==> src/rtl/m1_rate_ctrl.sv <==
`default_nettype none
// ============================================================================
//  Module      : m1_rate_ctrl
//  Description : Upstream rate controller for the m1 LED counter. Debounces
//                the two active-low push-buttons and produces a one-cycle
//                tick clock-enable. Key 0 toggles run/pause; key 1 cycles the
//                tick rate while running or single-steps while paused.
//  Revision    : 1.0 - initial release
// ============================================================================
module m1_rate_ctrl #(
    parameter int BASE_DIV        = 50000000,
    parameter int DEBOUNCE_CYCLES = 1000000
) (
    input  logic       clk,
    input  logic       rst,
    input  logic [1:0] key_n,
    output logic       tick,
    output logic       running,
    output logic [1:0] speed
);

    // Prescaler width covers 0..BASE_DIV-1; debounce counter covers 0..DEBOUNCE_CYCLES-1
    localparam int                c_cnt_w   = $clog2(BASE_DIV);
    localparam int                c_db_w    = $clog2(DEBOUNCE_CYCLES + 1);
    localparam logic [c_db_w-1:0] c_db_last = c_db_w'(DEBOUNCE_CYCLES - 1);

    typedef enum logic {
        S_PAUSE = 1'b0,
        S_RUN   = 1'b1
    } state_t;

    // One-cycle press pulses, one per key
    logic [1:0] w_press;

    // ------------------------------------------------------------------------
    // Per-key synchronizer, debouncer and press-edge detector
    // ------------------------------------------------------------------------
    for (genvar g = 0; g < 2; g++) begin : g_key
        logic              sync1_q;
        logic              sync2_q;
        logic              deb_q;
        logic              deb_d;
        logic              deb_prev_q;
        logic              press_q;
        logic              press_d;
        logic [c_db_w-1:0] cnt_q;
        logic [c_db_w-1:0] cnt_d;

        // Accept a new level only after it has disagreed with the debounced
        // level for DEBOUNCE_CYCLES consecutive cycles; a press is a 1->0 step
        always_comb begin
            deb_d = deb_q;
            cnt_d = '0;
            if (sync2_q != deb_q) begin
                if (cnt_q == c_db_last) begin
                    deb_d = sync2_q;
                end else begin
                    cnt_d = cnt_q + 1'b1;
                end
            end
            press_d = deb_prev_q & ~deb_q;
        end

        // Key state registers; released (1) is the idle level
        always_ff @(posedge clk) begin
            if (rst) begin
                sync1_q    <= 1'b1;
                sync2_q    <= 1'b1;
                deb_q      <= 1'b1;
                deb_prev_q <= 1'b1;
                cnt_q      <= '0;
                press_q    <= 1'b0;
            end else begin
                sync1_q    <= key_n[g];
                sync2_q    <= sync1_q;
                deb_q      <= deb_d;
                deb_prev_q <= deb_q;
                cnt_q      <= cnt_d;
                press_q    <= press_d;
            end
        end

        assign w_press[g] = press_q;
    end

    // ------------------------------------------------------------------------
    // Run/pause FSM, speed index and prescaler
    // ------------------------------------------------------------------------
    state_t             state_q;
    state_t             state_d;
    logic [1:0]         speed_q;
    logic [1:0]         speed_d;
    logic [c_cnt_w-1:0] pre_q;
    logic [c_cnt_w-1:0] pre_d;
    logic               tick_q;
    logic               tick_d;
    logic [c_cnt_w-1:0] w_period_m1;
    logic               w_key0;
    logic               w_key1;

    // Terminal prescaler count for the current speed: (BASE_DIV >> speed) - 1
    assign w_period_m1 = c_cnt_w'((BASE_DIV >> speed_q) - 1);

    // key0 wins over a simultaneous key1
    assign w_key0 = w_press[0];
    assign w_key1 = w_press[1] & ~w_press[0];

    // Next state: key handling first, then the prescaler runs only when the
    // next state is RUN, so the entry cycle into PAUSE holds the count and
    // the resume cycle fires any preserved terminal count
    always_comb begin
        state_d = state_q;
        speed_d = speed_q;
        pre_d   = pre_q;
        tick_d  = 1'b0;

        if (w_key0) begin
            state_d = (state_q == S_RUN) ? S_PAUSE : S_RUN;
        end

        if (w_key1 && (state_q == S_RUN)) begin
            speed_d = speed_q + 1'b1;
            pre_d   = '0;
        end else if (w_key1) begin
            tick_d  = 1'b1;
        end else if (state_d == S_RUN) begin
            if (pre_q == w_period_m1) begin
                pre_d  = '0;
                tick_d = 1'b1;
            end else begin
                pre_d  = pre_q + 1'b1;
            end
        end
    end

    // Control registers; all outputs come straight from these flops
    always_ff @(posedge clk) begin
        if (rst) begin
            state_q <= S_RUN;
            speed_q <= 2'd0;
            pre_q   <= '0;
            tick_q  <= 1'b0;
        end else begin
            state_q <= state_d;
            speed_q <= speed_d;
            pre_q   <= pre_d;
            tick_q  <= tick_d;
        end
    end

    assign tick    = tick_q;
    assign running = (state_q == S_RUN);
    assign speed   = speed_q;

endmodule
`default_nettype wire

==> config.mk <==
export PLATFORM = sky130hd
export DESIGN_NAME = m1_rate_ctrl
export DESIGN_NICKNAME = d
export VERILOG_FILES = /design/src/rtl/m1_rate_ctrl.sv
export SDC_FILE = /design/constraint.sdc
export NUM_CORES = 1
export LEC_CHECK = 0
export ABC_AREA = 1
export CAP_MARGIN = 20
export CORE_MARGIN = 3
export CORE_UTILIZATION = 50
export DETAILED_ROUTE_END_ITERATION = 10
export GPL_ROUTABILITY_DRIVEN = 0
export PLACE_DENSITY_LB_ADDON = 0.3
export SYNTH_ARGS = -nofsm -noshare
export SYNTH_HDL_FRONTEND = slang
export SYNTH_SLANG_ARGS = --single-unit
==> constraint.sdc <==
create_clock -name clk -period 4.55 [get_ports clk]
set_input_delay 0.91 -clock clk [delete_from_list [all_inputs] [get_ports clk]]
set_output_delay 0.91 -clock clk [all_outputs]
set_load 0.02 [all_outputs]
---- Word-level counts from Yosys, hierarchy flattened ----
Cells that the tools add are included.
operators by class
  shift-type cells ........................ 1
  bitwise logic cells ..................... 9
  $add $sub $neg .......................... 5
  reductions and logical operators ........ 7
  muxes and demuxes ....................... 6
  eq/ne operators ......................... 5
operators with widths
  cell                                                 number
  adder 20 x 1 -> 20 bit (second input constant)       2
  == test 20 bit (second input constant)               2
  adder 26 x 1 -> 26 bit (second input constant)       1
  == test 26 bit                                       1
  two-way mux 26 bit                                   1
  right shift 26 x 2 -> 26 bit (first input constant)  1
  subtractor 26 x 2 -> 26 bit (second input constant)  1
  NOT 1 bit                                            6
  AND reduction 2 bit                                  3
  OR reduction 3 bit                                   2
  two-way mux 1 bit                                    5
  bitwise AND 1 bit                                    3
  adder 2 x 1 -> 2 bit (second input constant)         1
  != test 1 bit                                        2
  OR reduction 2 bit                                   1
  logical AND 1 bit                                    1
word-level totals
  output and inout port bits .............. 4
  register bits after elaboration ......... 80
  word-level logic and storage cells ...... 49

---- Logic depth before layout (Yosys ltp) ----
Gate-level depths: netlist of the first run.
  word-level depth ........................ 6
  mapped depth ............................ 15

---- Least setup slack after synthesis of the first run ----
No wires, ideal clock.
  kind .................................... register to register
  from .................................... register speed_q[0] (netlist: speed[0])
  to ...................................... register pre_q[19]
  arrival time ............................ 2.134 ns
  stages on the path, launching flop included .. 16
  required time ........................... 4.434 ns
  setup slack ............................. 2.300 ns
  period minus slack after synthesis ...... 2.250 ns
  path through ............................ dfxtp_1 > inv_1 > ha_1 > inv_1 > ha_1 > nand2_1 > inv_1 > nor2_1 > nand2_1 > nor2_1 > nand2_1 > nor2_2 > nand3_2 > nand2_4 > buf_12 > nor2_1
between the ends
  cells in the longest elaborated chain, start to end .. 4
RTL lines
  element                       RTL line  text
  start: declaration            91        logic [1:0] speed_q;
  start signal: assignment      145       speed_q <= speed_d;
  right shift 26 x 2 -> 26 bit  102       assign w_period_m1 = c_cnt_w'((BASE_DIV >> speed_q) - 1);
  subtractor 26 x 2 -> 26 bit   102
  == test 26 bit                127       if (pre_q == w_period_m1) begin
  two-way mux 26 bit            127
  end signal: assignment        146       pre_q <= pre_d;
  end: declaration              93        logic [c_cnt_w-1:0] pre_q;
Every way passes these cells.
A chain may end at the register's enable or synchronous reset.

---- Worst setup path after layout of the first run ----
  from .................................... register speed_q[0] (netlist: speed[0])
  to ...................................... register pre_q[0]
Same word-level chain as after synthesis.

==> results of run 1 <==
-- path summary, 6_finish.rpt --
path                            cells past startpoint               end  slack (ns)             start
worst max-delay path                               14          pre_q[0]        2.07          speed[0]
worst min-delay path                                1  g_key[1].sync2_q        0.41  g_key[1].sync1_q
worst max register to register                     14          pre_q[0]        2.07          speed[0]
worst min register to register                      1  g_key[1].sync2_q        0.41  g_key[1].sync1_q
-- layer usage --
layer / global-route usage [%] / vias to the layer above
met4: 6.74 / 0
met3: 2.56 / 14
li1: - / 2116
met5: 0 / -
met1: 25.2 / 1830
met2: 33.4 / 84
-- registers in the layout (all words and copies together) (netlist names), 2 cells and up --
signal	cells
g_key.deb_q	2
g_key.deb_prev_q	2
g_key.cnt_q	40
g_key.press_q	2
g_key.sync1_q	2
g_key.sync2_q	2
speed	2
pre_q	26
-- area by class of cell --
type / instances / area, sq um
Sequential cell: 80 / 1600
Clock buffer: 11 / 131
Tap cell: 105 / 131
Multi-Input combinational cell: 486 / 2430
Clock inverter: 5 / 81.3
Timing Repair Buffer: 7 / 70.1
Inverter: 92 / 345
Fill cell: 818 / 3630
-- stage by stage --
step           total power, mW  hold WS (ns)  instance area (sq um)
2_1_floorplan            0.743         0.389                   4460
3_3_place_gp             0.747         0.392                   4580
3_5_place_dp             0.748         0.393                   4580
4_1_cts                   1.31         0.412                   4800
5_1_grt                   1.34         0.428                   4800
6_report                  1.30         0.412                   4800
-- logic make-up after synthesis --
| group | after synthesis |
|---|---|
| xor+xnor | 27 |
| buf+inv | 100 |
| fa+ha+maj | 11 |
| flops | 80 |
| compound gates | 47 |
| simple gates | 400 |
| mux | 1 |
-- worst register-to-register path, stage by stage (launching register included) --
cell	delay, ns
dfxtp_1	0.49
inv_1	0.22
ha_1	0.26
inv_1	0.08
ha_1	0.24
nand2_1	0.07
inv_1	0.04
nor2_1	0.13
nand2_1	0.07
nor2_1	0.12
nand2_1	0.08
nor2_2	0.12
nand3_2	0.14
nand2_4	0.24
nor2_1	0.07
-- placed cells by master (no fill, tap or decap), types with 2 or more instances in the layout --
master,Yosys,final
nor4_1,3,3
inv_2,4,4
nand2_1,158,158
nor3b_1,4,4
bufinv_16,0,2
inv_1,87,87
nor2_2,15,15
clkdlybuf4s50_1,0,7
nand4_1,17,17
dfxtp_1,80,80
nor2_4,4,4
o21bai_1,4,4
nor2_1,119,119
o21ai_1,2,2
or2_2,6,6
nand3b_1,2,2
nand2_4,2,2
clkbuf_1,0,2
xnor2_1,10,10
a21oi_1,25,25
nor3_1,19,19
nor3b_2,2,2
nand2_2,3,3
a31oi_1,2,2
ha_1,11,11
o21ai_0,12,12
xor2_1,17,17
nand3_1,42,42
clkbuf_8,0,9
-- power groups by stage --
stage                     combinational (mW)  clock [mW]  sequential, mW
after floorplan                       0.0202           0           0.723
after global placement                0.0238           0           0.723
after detailed placement              0.0248           0           0.723
after CTS                             0.0248       0.578           0.707
after global routing                  0.0282       0.602           0.708
final                                 0.0246       0.568           0.707
-- cells in the mapped netlist (5+ instances only) --
library cell,count
xor2_1,17
inv_1,87
xnor2_1,10
buf_4,5
nand4_1,17
nand3_1,42
nand2_1,158
or2_2,6
a21oi_1,25
o21ai_0,12
nor3_1,19
dfxtp_1,80
nor2_2,15
ha_1,11
nor2_1,119
==> impl.org, run 1 <==
** Timing
- Clock period minus worst slack :: approximately 2.5 ns
- At the pin with the least slew margin, the transition time is 0.651 ns.
- PnR worst setup slack :: 2.07 ns
- Post-route setup TNS :: 0 ns
- Relative max-transition margin :: 56.5%
- The final count of hold timing violations is 0.
- Setup repair after global routing missed its margin :: false
- Post-route fraction of the period consumed by the critical path :: 54.6%
- F_max :: 403 MHz
- Final count of negative-setup-slack endpoints :: 0
- The number of pins with negative max-slew slack in the final report is 0.
- Setup skew after layout :: 0.0146 ns

** Logic synthesis
- The portion of synthesized area spent on multiplexers is 0.224%.
- Fraction of the mapped netlist area in adder cells :: ~3.1%
- Summing the sequential cell areas from Yosys gives 35.9% of the chip area.
- The synthesized design spends more area on one cell type than any other, namely dfxtp_1.
- For this run, the leading register cell type out of synthesis is dfxtp_1.
- By area, the combinational part of the netlist is dominated by simple AND/OR/NAND/NOR gates.
- After Yosys synthesis, XOR and XNOR cells account for 5.30% of the synthesized area.
- Area share of the largest cell type after synthesis :: approximately 36%
- Ranked by total cell area, the synthesized netlist is headed by dfxtp_1, nand2_1, nor2_1.
- Post-Synth Simple-Gate Area :: 40.3%
- Number of unique standard cell types used by synthesis :: 36
- After synthesis the cells add up to between 0.004 and 0.005 sq mm.
- The synthesized design contains 80 register bits.
- The number of nets handed over by synthesis was 681.
- Dividing the synthesized area by the synthesized cell count gives 6.70 sq um.
- The synthesized netlist devotes 5.69% of its cell area to compound gates.
- Post-Synthesis Cells :: 666
- Counting flops with an async set or reset pin after synthesis yields a share of 0%.
- During synthesis, Yosys emitted a total of 0 warnings.
- Number of synthesized flops with an enable pin :: 0

** GRT
- After global routing the overflow that remains totals 0.
- The number of global-route vias before repair was 3,806.
- Wire length of the first global-routing pass :: 16.2 mm
- In the global route stage, overall resource usage came out at 19.5%.
- Number of antenna violations at the first check in global routing :: 0
- Entering global routing, the biggest net connects 21 pins.

** Pwr
- Cell Int Power :: 1.02 mW
- Sequential cell fraction of total power :: 54.4%
- In this run switching power makes up 21.3% of total power.
- Combinational logic is responsible for 1.9% of the overall power.
- For this design the total switching power over the nets is 0.277 mW.
- Peak supply drop :: roughly 0.21 mV
- Cell Pwr Density :: 271 mW/mm^2
- Part of the total power dissipated in the clock network :: 43.7%
- In this run the static leakage power is 1.84 nW.

** Worst setup path
- Critical-path cell with the highest stage delay :: dfxtp_1
- Required time of the critical path :: 4.78 ns
- Buffers plus inverters on the worst setup path :: 3
- STA classifies the critical path startpoint as a register.
- Type of the worst setup path :: register to register
- CP delay by family, top :: simple AND/OR/NAND/NOR gates
- Crit path DAT :: between 2 and 3 ns
- Ordered cell list for the critical path :: inv_1 > ha_1 > inv_1 > ha_1 > nand2_1 > inv_1 > nor2_1 > nand2_1 > nor2_1 > nand2_1 > nor2_2 > nand3_2 > nand2_4 > nor2_1
- In this design, the stage delay of the slowest critical-path cell is around 0.49 ns.
- Peak fanout along the critical path :: 17
- The worst setup path is captured at a register.

** Detailed routing
- Number of detailed-route iterations in the first pass :: 5
- Topmost layer with routed signal wires :: met4
- Post-Route WL :: between 9 and 10 mm
- Post-route antenna net violation count :: 0
- The detailed router put a total of around 4.4 mm of wire on met1.
- Average wire per cell in the routed design :: 11.9 um
- Via count :: 4,044
- In the detailed route, the total length drawn on met3 is 369 um.
- Vias per Instance :: 5.15
- Violation count after the first detailed-routing iteration :: approximately 130
- In the detailed route, the total length drawn on met2 is 4.41 mm.
- For this run, design rule violations remaining after detail routing come to 0.

** Finish
- Count of antenna diodes in the layout :: 0
- Count of placed standard cells in the final layout, fillers left out :: 786
- Post-route core utilization :: about 57%
- From synthesis to final layout, the design area changed by 7.49%.
- In the final design database the tool counted between 600 and 700 nets.
- Cells with a size suffix above 1 make up 7.93% of the layout.

** Run status
- Outcome :: complete, no violations

** Clock tree
- Resized Gates After CTS :: 0
- Number of CTS-inserted buffers :: 9
- Root buffer selected by CTS :: clkbuf_8
- Clock-pin slew was measured on the worst setup and hold paths at ~0.08 ns.
- Clock tree from TritonCTS :: yes
- Hold bufs inserted after CTS :: 0
- In this run the number of H-tree levels came out at 3.
- Clock Latency Late Sink :: 0.35 ns
- The clock net in this run drives a total of 80 sinks.
- The number of setup buffers added after CTS is 0.
- Clock Tree Buf Depth :: 2

** Floorplanning
- Chip width :: 100 um
- After floorplanning, the core was sized to cover between 0.008 and 0.009 sq mm.
- The die covers 0.0101 sq mm.
- In this run the count of I/O pins placed on the die edge is 8.
- Effective utilization at floorplan :: 53.0%
- Vertical die dimension :: 100 um
- Placement row count :: 33

** Place
- Before CTS, the worst setup slack after placement is about 1.8 ns.
- In this run, placement finished with an instance count of 770.
- In this run the tool buffered the top-level ports with 7 buffer cells.
- Summed over all nets, the half-perimeter wirelength after detailed placement is 7.11 mm.

** Run
- Max-cap violations in this run came to 0.

** Worst hold path
- Worst hold path class :: register to register
(Power assumes the default switching activity.)
==> run 2: changes to the inputs <==
==> constraint.sdc (replaced) <==
create_clock -name clk -period 2.6 [get_ports clk]
set_input_delay 0.52 -clock clk [delete_from_list [all_inputs] [get_ports clk]]
set_output_delay 0.52 -clock clk [all_outputs]
set_load 0.02 [all_outputs]
==> run 2 against run 1 <==
First-iteration DRC count grew 42%. Setup slack lost 1.8 ns. Total power grew 78%. Wire length grew 1.1%. Non-clock buffer count grew 2. Hold slack gained 0.0089 ns. Critical path depth shrank 1. Combinational power grew 90%. Sequential share of layout area shrank 0.28 points.
==> impl.org, run 2 (synthesis gave the netlist of run 1 again) <==
** Finish
- The register with the most flip-flops in the layout has 40 of them.
- After the last flow step, the layout net total stands at approximately 700.
- More flip-flops sit in one register than any other, and that register is g_key.cnt_q.
- From synthesis to final layout, the design area changed by 8.50%.
- Cells with a size suffix above 1 make up just under 9% of the layout.
- Most used cells in the layout excluding fill and tap cells :: nand2_1, nor2_1, inv_1
- Post-route core utilization :: a little under three fifths
- The layout has 800 filler cells.
- Top flop regs :: g_key.cnt_q x40, pre_q x26
- The number of antenna diodes in the final layout is 0.
- Most common cell after layout, fill and taps aside :: nand2_1

** Floorplanning
- Once the floorplan was initialized, standard cells occupied 53.0% of the core.
- In this run the horizontal extent of the chip is 100 um.
- The die covers 0.0101 sq mm.
- Boundary Pins :: 8
- Measured along the y axis, the die boundary spans 100 um.
- Placement row count :: 33
- Floorplan core area :: about 0.0084 sq mm

** Pwr
- The clock network is responsible for 44.6% of the overall power.
- The share of total power dissipated in combinational logic is 2.0%.
- In this run the static leakage power is 1.86 nW.
- Net switching power :: 0.497 mW
- Across the VDD grid, the largest voltage drop is 0.376 mV.
- Of the total power, the share spent switching nets is 21.5%.
- Sequential cells burn 53.4% of the power.
- Cell Pwr Density :: 479 mW/mm^2
- Cell Int Power :: 1.82 mW

** Place
- Detailed placement ended at an HPWL of 7.23 mm.
- Number of port buffers :: 7

** Detailed routing
- In the routed design, unresolved DRC markers number 0.
- Across all layers, the routed design uses 4,043 vias.
- Average wire per cell in the routed design :: around 12 um
- After detailed routing, the total wire length is approximately 9.4 mm.
- The count of nets left with antenna violations once routing finished came out at 0.
- After the first detailed-routing iteration, the DRC count stood at 186.
- For this run, the detailed router's first-pass iteration total came to 4.
- Vias per Instance :: 5.13

** GRT
- Global routing used 34.8% of the available met2 tracks.
- Met3 Usage GRT :: 4.98%
- GRT Total Usage :: 20.1%
- Entering global routing, the biggest net connects 21 pins.
- Vias in the first global route :: 3,811
- Grt total ovfl :: 0
- Number of antenna violations at the first check in global routing :: 0
- The first global-routing pass estimated approximately 16 mm of wire.
- Met1 track utilization from global routing :: 24.2%
- Most used routing layer in global routing :: met2

** Worst setup path
- Crit path DAT :: 2.55 ns
- The setup path with the least slack is of type register to register.
- STA classifies the critical path endpoint as a register.
- Delay contributed by the slowest stage of the critical path :: 0.50 ns
- Peak fanout along the critical path :: 17
- For the worst setup path, the data required time is between 2 and 3 ns.
- Among all stages on the critical path, the largest delay is contributed by dfxtp_1.
- The worst setup path is launched from a register.
- Ordered cell list for the critical path :: ha_1 > inv_1 > ha_1 > nand2_1 > inv_1 > nor2_1 > nand2_1 > nor2_1 > nand2_1 > nor2_2 > nand3_2 > nand2_8 > nor2_1

** Clock tree
- The clock passes through at most 2 buffers.
- The clock net in this run drives a total of 80 sinks.
- Hold bufs inserted after CTS :: 0
- The H-tree was split into 3 levels.
- Root buffer selected by CTS :: clkbuf_8
- TritonCTS built the clock tree.
- TritonCTS created 9 clock buffers.
- Worst-path clk slew :: 0.09 ns
- For the worst-skew pair, the clock arrives at the later sink with an insertion delay of approximately 0.35 ns.

** Timing
- The number of pins with negative max-slew slack in the final report came to 0.
- Actual slew at the worst max-slew pin :: 0.403 ns
- Clock period minus worst slack :: 2.31 ns
- Post-route setup TNS :: 0 ns
- Setup skew after layout :: between 0.008 and 0.009 ns
- The final count of hold timing violations is 0.
- Post-route fraction of the period consumed by the critical path :: 88.8%
- Setup violations remaining at the end of the flow were counted as 0.
- Relative max-transition margin :: 72.9%
- F_max :: approximately 430 MHz
- Setup repair after global routing missed its margin :: false

** Run status
- The flow ran to the end, and the final reports show no timing, DRC or antenna violations.

** Run
- Max_cap viols :: 0

** Worst hold path
- Worst hold path class :: register to register
run 2: cell count changes in the layout (fill, tap and decap cells not counted), sizes merged:
cell	delta
buf	+2
clkinvlp	+1
clkbuf	-1
run 2: timing repair:
item | CTS | global route
setup buffers | 0 | 0
resized for setup | 0 | 3
endpoints found under the setup margin | 0 | 23
run 2: worst max-delay path, delay by kind of cell, from the launching register on:
family	cells	cell delay [ns]
buffers and inverters	2	0.14
DFF	1	0.50
adders and majority gates	2	0.62
and+or+nand+nor	9	0.93
run 2: worst paths after layout:
path	startpoint	to	slack (ns)	depth (start not counted)
worst max-delay path	speed[1]	pre_q[13]	0.29	13
worst max register to register	speed[1]	pre_q[13]	0.29	13
worst min-delay path	g_key[1].sync1_q	g_key[1].sync2_q	0.42	1
worst min register to register	g_key[1].sync1_q	g_key[1].sync2_q	0.42	1
run 2: power by group through the flow:
| stage | Sequential [mW] | Combinational, mW | Clock [mW] |
|---|---|---|---|
| global placement | 1.27 | 0.0442 | 0 |
| detailed placement | 1.27 | 0.0459 | 0 |
| floorplan | 1.26 | 0.0353 | 0 |
| CTS | 1.24 | 0.0463 | 1.06 |
| global route | 1.24 | 0.0536 | 1.12 |
| finish | 1.24 | 0.0468 | 1.03 |
run 2: per-stage QoR:
| stage | hold slack [ns] | instance area (sq um) | power [mW] | setup WS (ns) | cells |
|---|---|---|---|---|---|
| 2_1_floorplan | 0.389 | 4460 | 1.30 | 0.350 | 666 |
| 5_1_grt | 0.441 | 4840 | 2.41 | 0.0824 | 788 |
| 6_report | 0.421 | 4840 | 2.32 | 0.290 | 788 |
| 3_5_place_dp | 0.394 | 4600 | 1.31 | 0.252 | 772 |
| 3_3_place_gp | 0.393 | 4600 | 1.31 | 0.381 | 772 |
| 4_1_cts | 0.424 | 4830 | 2.35 | 0.225 | 788 |
run 2: final cells by class:
cell class,instances,area [sq um],area share (%)
Clock buffer,10,138,2.84
Sequential cell,80,1600,33.1
Timing Repair Buffer,9,85.1,1.76
Clock inverter,6,92.6,1.91
Multi-Input combinational cell,486,2450,50.5
Inverter,92,345,7.13
Tap cell,105,131,2.71
run 2: routing by layer:
metal | wire [um] | vias to the layer above | part of all wire (%)
met4 | 193 | 0 | 2.0
li1 | - | 2115 | -
met1 | 4230 | 1823 | 45
met3 | 504 | 19 | 5.3
met2 | 4500 | 86 | 48
met5 | 0 | - | 0
==> run 3: changes to the inputs <==
--- a/config.mk
+++ b/config.mk
@@ -12,6 +12,7 @@
 export DETAILED_ROUTE_END_ITERATION = 10
 export GPL_ROUTABILITY_DRIVEN = 0
 export PLACE_DENSITY_LB_ADDON = 0.3
+export SLEW_MARGIN = 30
 export SYNTH_ARGS = -nofsm -noshare
 export SYNTH_HDL_FRONTEND = slang
 export SYNTH_SLANG_ARGS = --single-unit
==> constraint.sdc (replaced) <==
create_clock -name clk -period 2.4 [get_ports clk]
set_input_delay 0.48 -clock clk [delete_from_list [all_inputs] [get_ports clk]]
set_output_delay 0.48 -clock clk [all_outputs]
set_load 0.02 [all_outputs]
==> run 3 against run 2 <==
Hold slack worse by 0.0082 ns. Clock skew barely moved. Non-clock buffer count is 4 higher. Clock-buffer cell count stayed put. Sequential cell count stayed put. Core utilization up 0.40 points. Setup slack worse by 0.031 ns. Highest routed layer unchanged. Wire length rose by 1.0%. Critical endpoint is now pre_q[17]. Sequential share of layout area is 0.23 points lower. Via count grew 1.9%. Critical path depth is the same.
==> impl.org, run 3 (synthesis gave the netlist of run 1 again) <==
** Timing
- Hold violation count in the final report :: 0
- Setup skew after layout :: roughly 0.0084 ns
- The worst path in the final design needs a cycle of 2.14 ns, including I/O delays and setup.
- Post-route setup TNS :: 0 ns
- Setup repair after global routing left no endpoint under its margin.
- Hold is met by just over 0.4 ns.
- For the pin with the worst max-slew slack, the measured transition is 0.448 ns.
- Setup violations remaining at the end of the flow were counted as 0.
- Final max-slew violation count :: 0
- The final critical path takes up just under 90% of the cycle.
- Headroom to the max-slew limit came out at 69.8%.
- The worst path meets setup with between 0.2 and 0.3 ns of slack.
- Timing would allow up to 467 MHz.

** Pwr
- Total power for the finished layout comes to 2.56 mW.
- Across the VDD grid, the largest voltage drop is 0.329 mV.
- Cell Pwr Density :: roughly 530 mW/mm^2
- Leakage power of the design :: around 1.9 nW

** Finish
- FF+latch area :: roughly 0.0016 sq mm
- The finished cells cover 0.00487 sq mm.
- The post-route netlist has 9.04% of its cells at a drive strength greater than 1.
- Counting flops per register, the top entry is g_key.cnt_q.
- The register with the most flip-flops in the layout has 40 of them.
- Final #Nets :: around 700
- The area growth from synthesis to layout is 9.25%.
- Area of the multi-input gates :: 0.00245 sq mm
- Layout filler cell count :: 830
- Count of antenna diodes in the layout :: 0
- Most used cells in the layout excluding fill and tap cells :: nand2_1, nor2_1, inv_1
- In the final layout, the registers with the most flip-flops are g_key.cnt_q x40, pre_q x26.
- Most common cell after layout, fill and taps aside :: nand2_1

** Detailed routing
- After detailed routing, the number of remaining DRC violations is 0.
- Number of detailed-route iterations in the first pass :: 5
- Wires add up to 9.52 mm.
- Vias per Instance :: 5.21
- Via count :: 4,120
- In this run the remaining antenna-violating nets after routing total 0.
- Violation count after the first detailed-routing iteration :: 216
- In the final routed layout, each cell accounts on average for ~12 um.

** Floorplanning
- Vertical die dimension :: 100 um
- The floorplan has 33 rows.
- Boundary Pins :: 8
- DIE AREA :: 0.0101 sq mm
- Chip width :: 100 um
- Effective utilization at floorplan :: approximately 53%
- The floorplan step defined a core boundary enclosing 0.00842 sq mm.

** Clock tree
- Counting the buffers created by CTS gives 9.
- The clock drives 80 sinks.
- TritonCTS built the clock tree.
- Setup Buffers After CTS :: 0
- Htree depth :: 3
- Resized Gates After CTS :: 0
- Root buffer selected by CTS :: clkbuf_8
- In this run the deepest clock path goes through 2 buffers.
- The number of hold buffers added after CTS was 0.
- Clock Latency Late Sink :: 0.34 ns
- Clock-pin slew was measured on the worst setup and hold paths at 0.08 ns.

** GRT
- Maximum number of pins on one net before global-route repair :: 21
- The initial antenna violation count was 0.
- Wire length of the first global-routing pass :: 16.6 mm
- The total overflow left after global routing is 0.
- GRT Total Usage :: 20.1%
- Vias in the first global route :: 3,812

** Worst setup path
- The most critical setup path has its endpoint at pre_q[17].
- In this run the worst path has a maximum fanout of 17.
- The setup check on the worst reg-to-reg path leaves a slack of 0.26 ns.
- Tracing the worst setup path back leads to its startpoint at speed[1].
- The worst register-to-register path begins at speed[1].
- In this run the critical register-to-register path is captured at pre_q[17].
- Type of the worst setup path :: register to register
- The number of cells on the worst reg-to-reg path is 13.
- Crit path DAT :: 2.37 ns
- The worst setup path is captured at a register.
- Startpoint type of the worst setup path :: register
- Required time of the critical path :: 2.63 ns

** Place
- DP Wirelength :: 7.18 mm
- OpenSTA, run right after detailed placement, puts the worst setup slack at roughly 0.17 ns.
- In this run the cell area measured after placement is 0.00463 sq mm.
- Number of port buffers :: 7

** Worst hold path
- Worst hold path class :: register to register

** Run status
- Outcome :: complete, no violations

** Run
- Max-cap violations in this run came to 0.
run 3: critical path, stage by stage (launching register included):
cell	delay, ns
dfxtp_2	0.38
ha_2	0.24
inv_1	0.08
ha_1	0.31
nand2_1	0.07
inv_1	0.03
nor2_1	0.13
nand2_1	0.07
nor2_1	0.13
nand2_1	0.09
nor2_2	0.10
nand3_2	0.16
nand2_8	0.18
nor2_1	0.06
run 3: per-stage QoR:
stage                     instances  util, %
after global routing            791     57.9
final                           791     57.9
after CTS                       791     57.7
after global placement          776     54.9
after detailed placement        776     54.9
after floorplan                 666        -
run 3: how the worst min path moves through the flow:
stage,start,end,depth (start not counted)
6_report,g_key[0].sync1_q,g_key[0].sync2_q,1
5_1_grt,g_key[1].sync1_q,g_key[1].sync2_q,1
4_1_cts,g_key[0].sync1_q,g_key[0].sync2_q,1
3_5_place_dp,g_key[0].sync1_q,g_key[0].sync2_q,1
3_3_place_gp,g_key[1].sync1_q,g_key[1].sync2_q,1
2_1_floorplan,g_key[0].sync1_q,g_key[0].sync2_q,1
run 3: final cells by class:
cell class / count / area share (%)
Clock inverter: 5 / 2.18
Tap cell: 105 / 2.70
Sequential cell: 80 / 32.9
Inverter: 92 / 7.08
Multi-Input combinational cell: 486 / 50.2
Clock buffer: 10 / 2.62
Timing Repair Buffer: 13 / 2.36
run 3: where the power goes:
group	leakage (nW)	internal, mW	switching [mW]
sequential	0.647	1.33	0.00580
clock	0.113	0.688	0.484
combinational	1.12	0.0212	0.0308
run 3: metal layers:
layer / GRT usage (%) / vias to the layer above / routed length [um]
met2: 34.2 / 113 / 4490
li1: - / 2125 / -
met1: 25.4 / 1862 / 4310
met5: 0 / - / 0
met3: 2.77 / 20 / 525
met4: 8.39 / 0 / 199
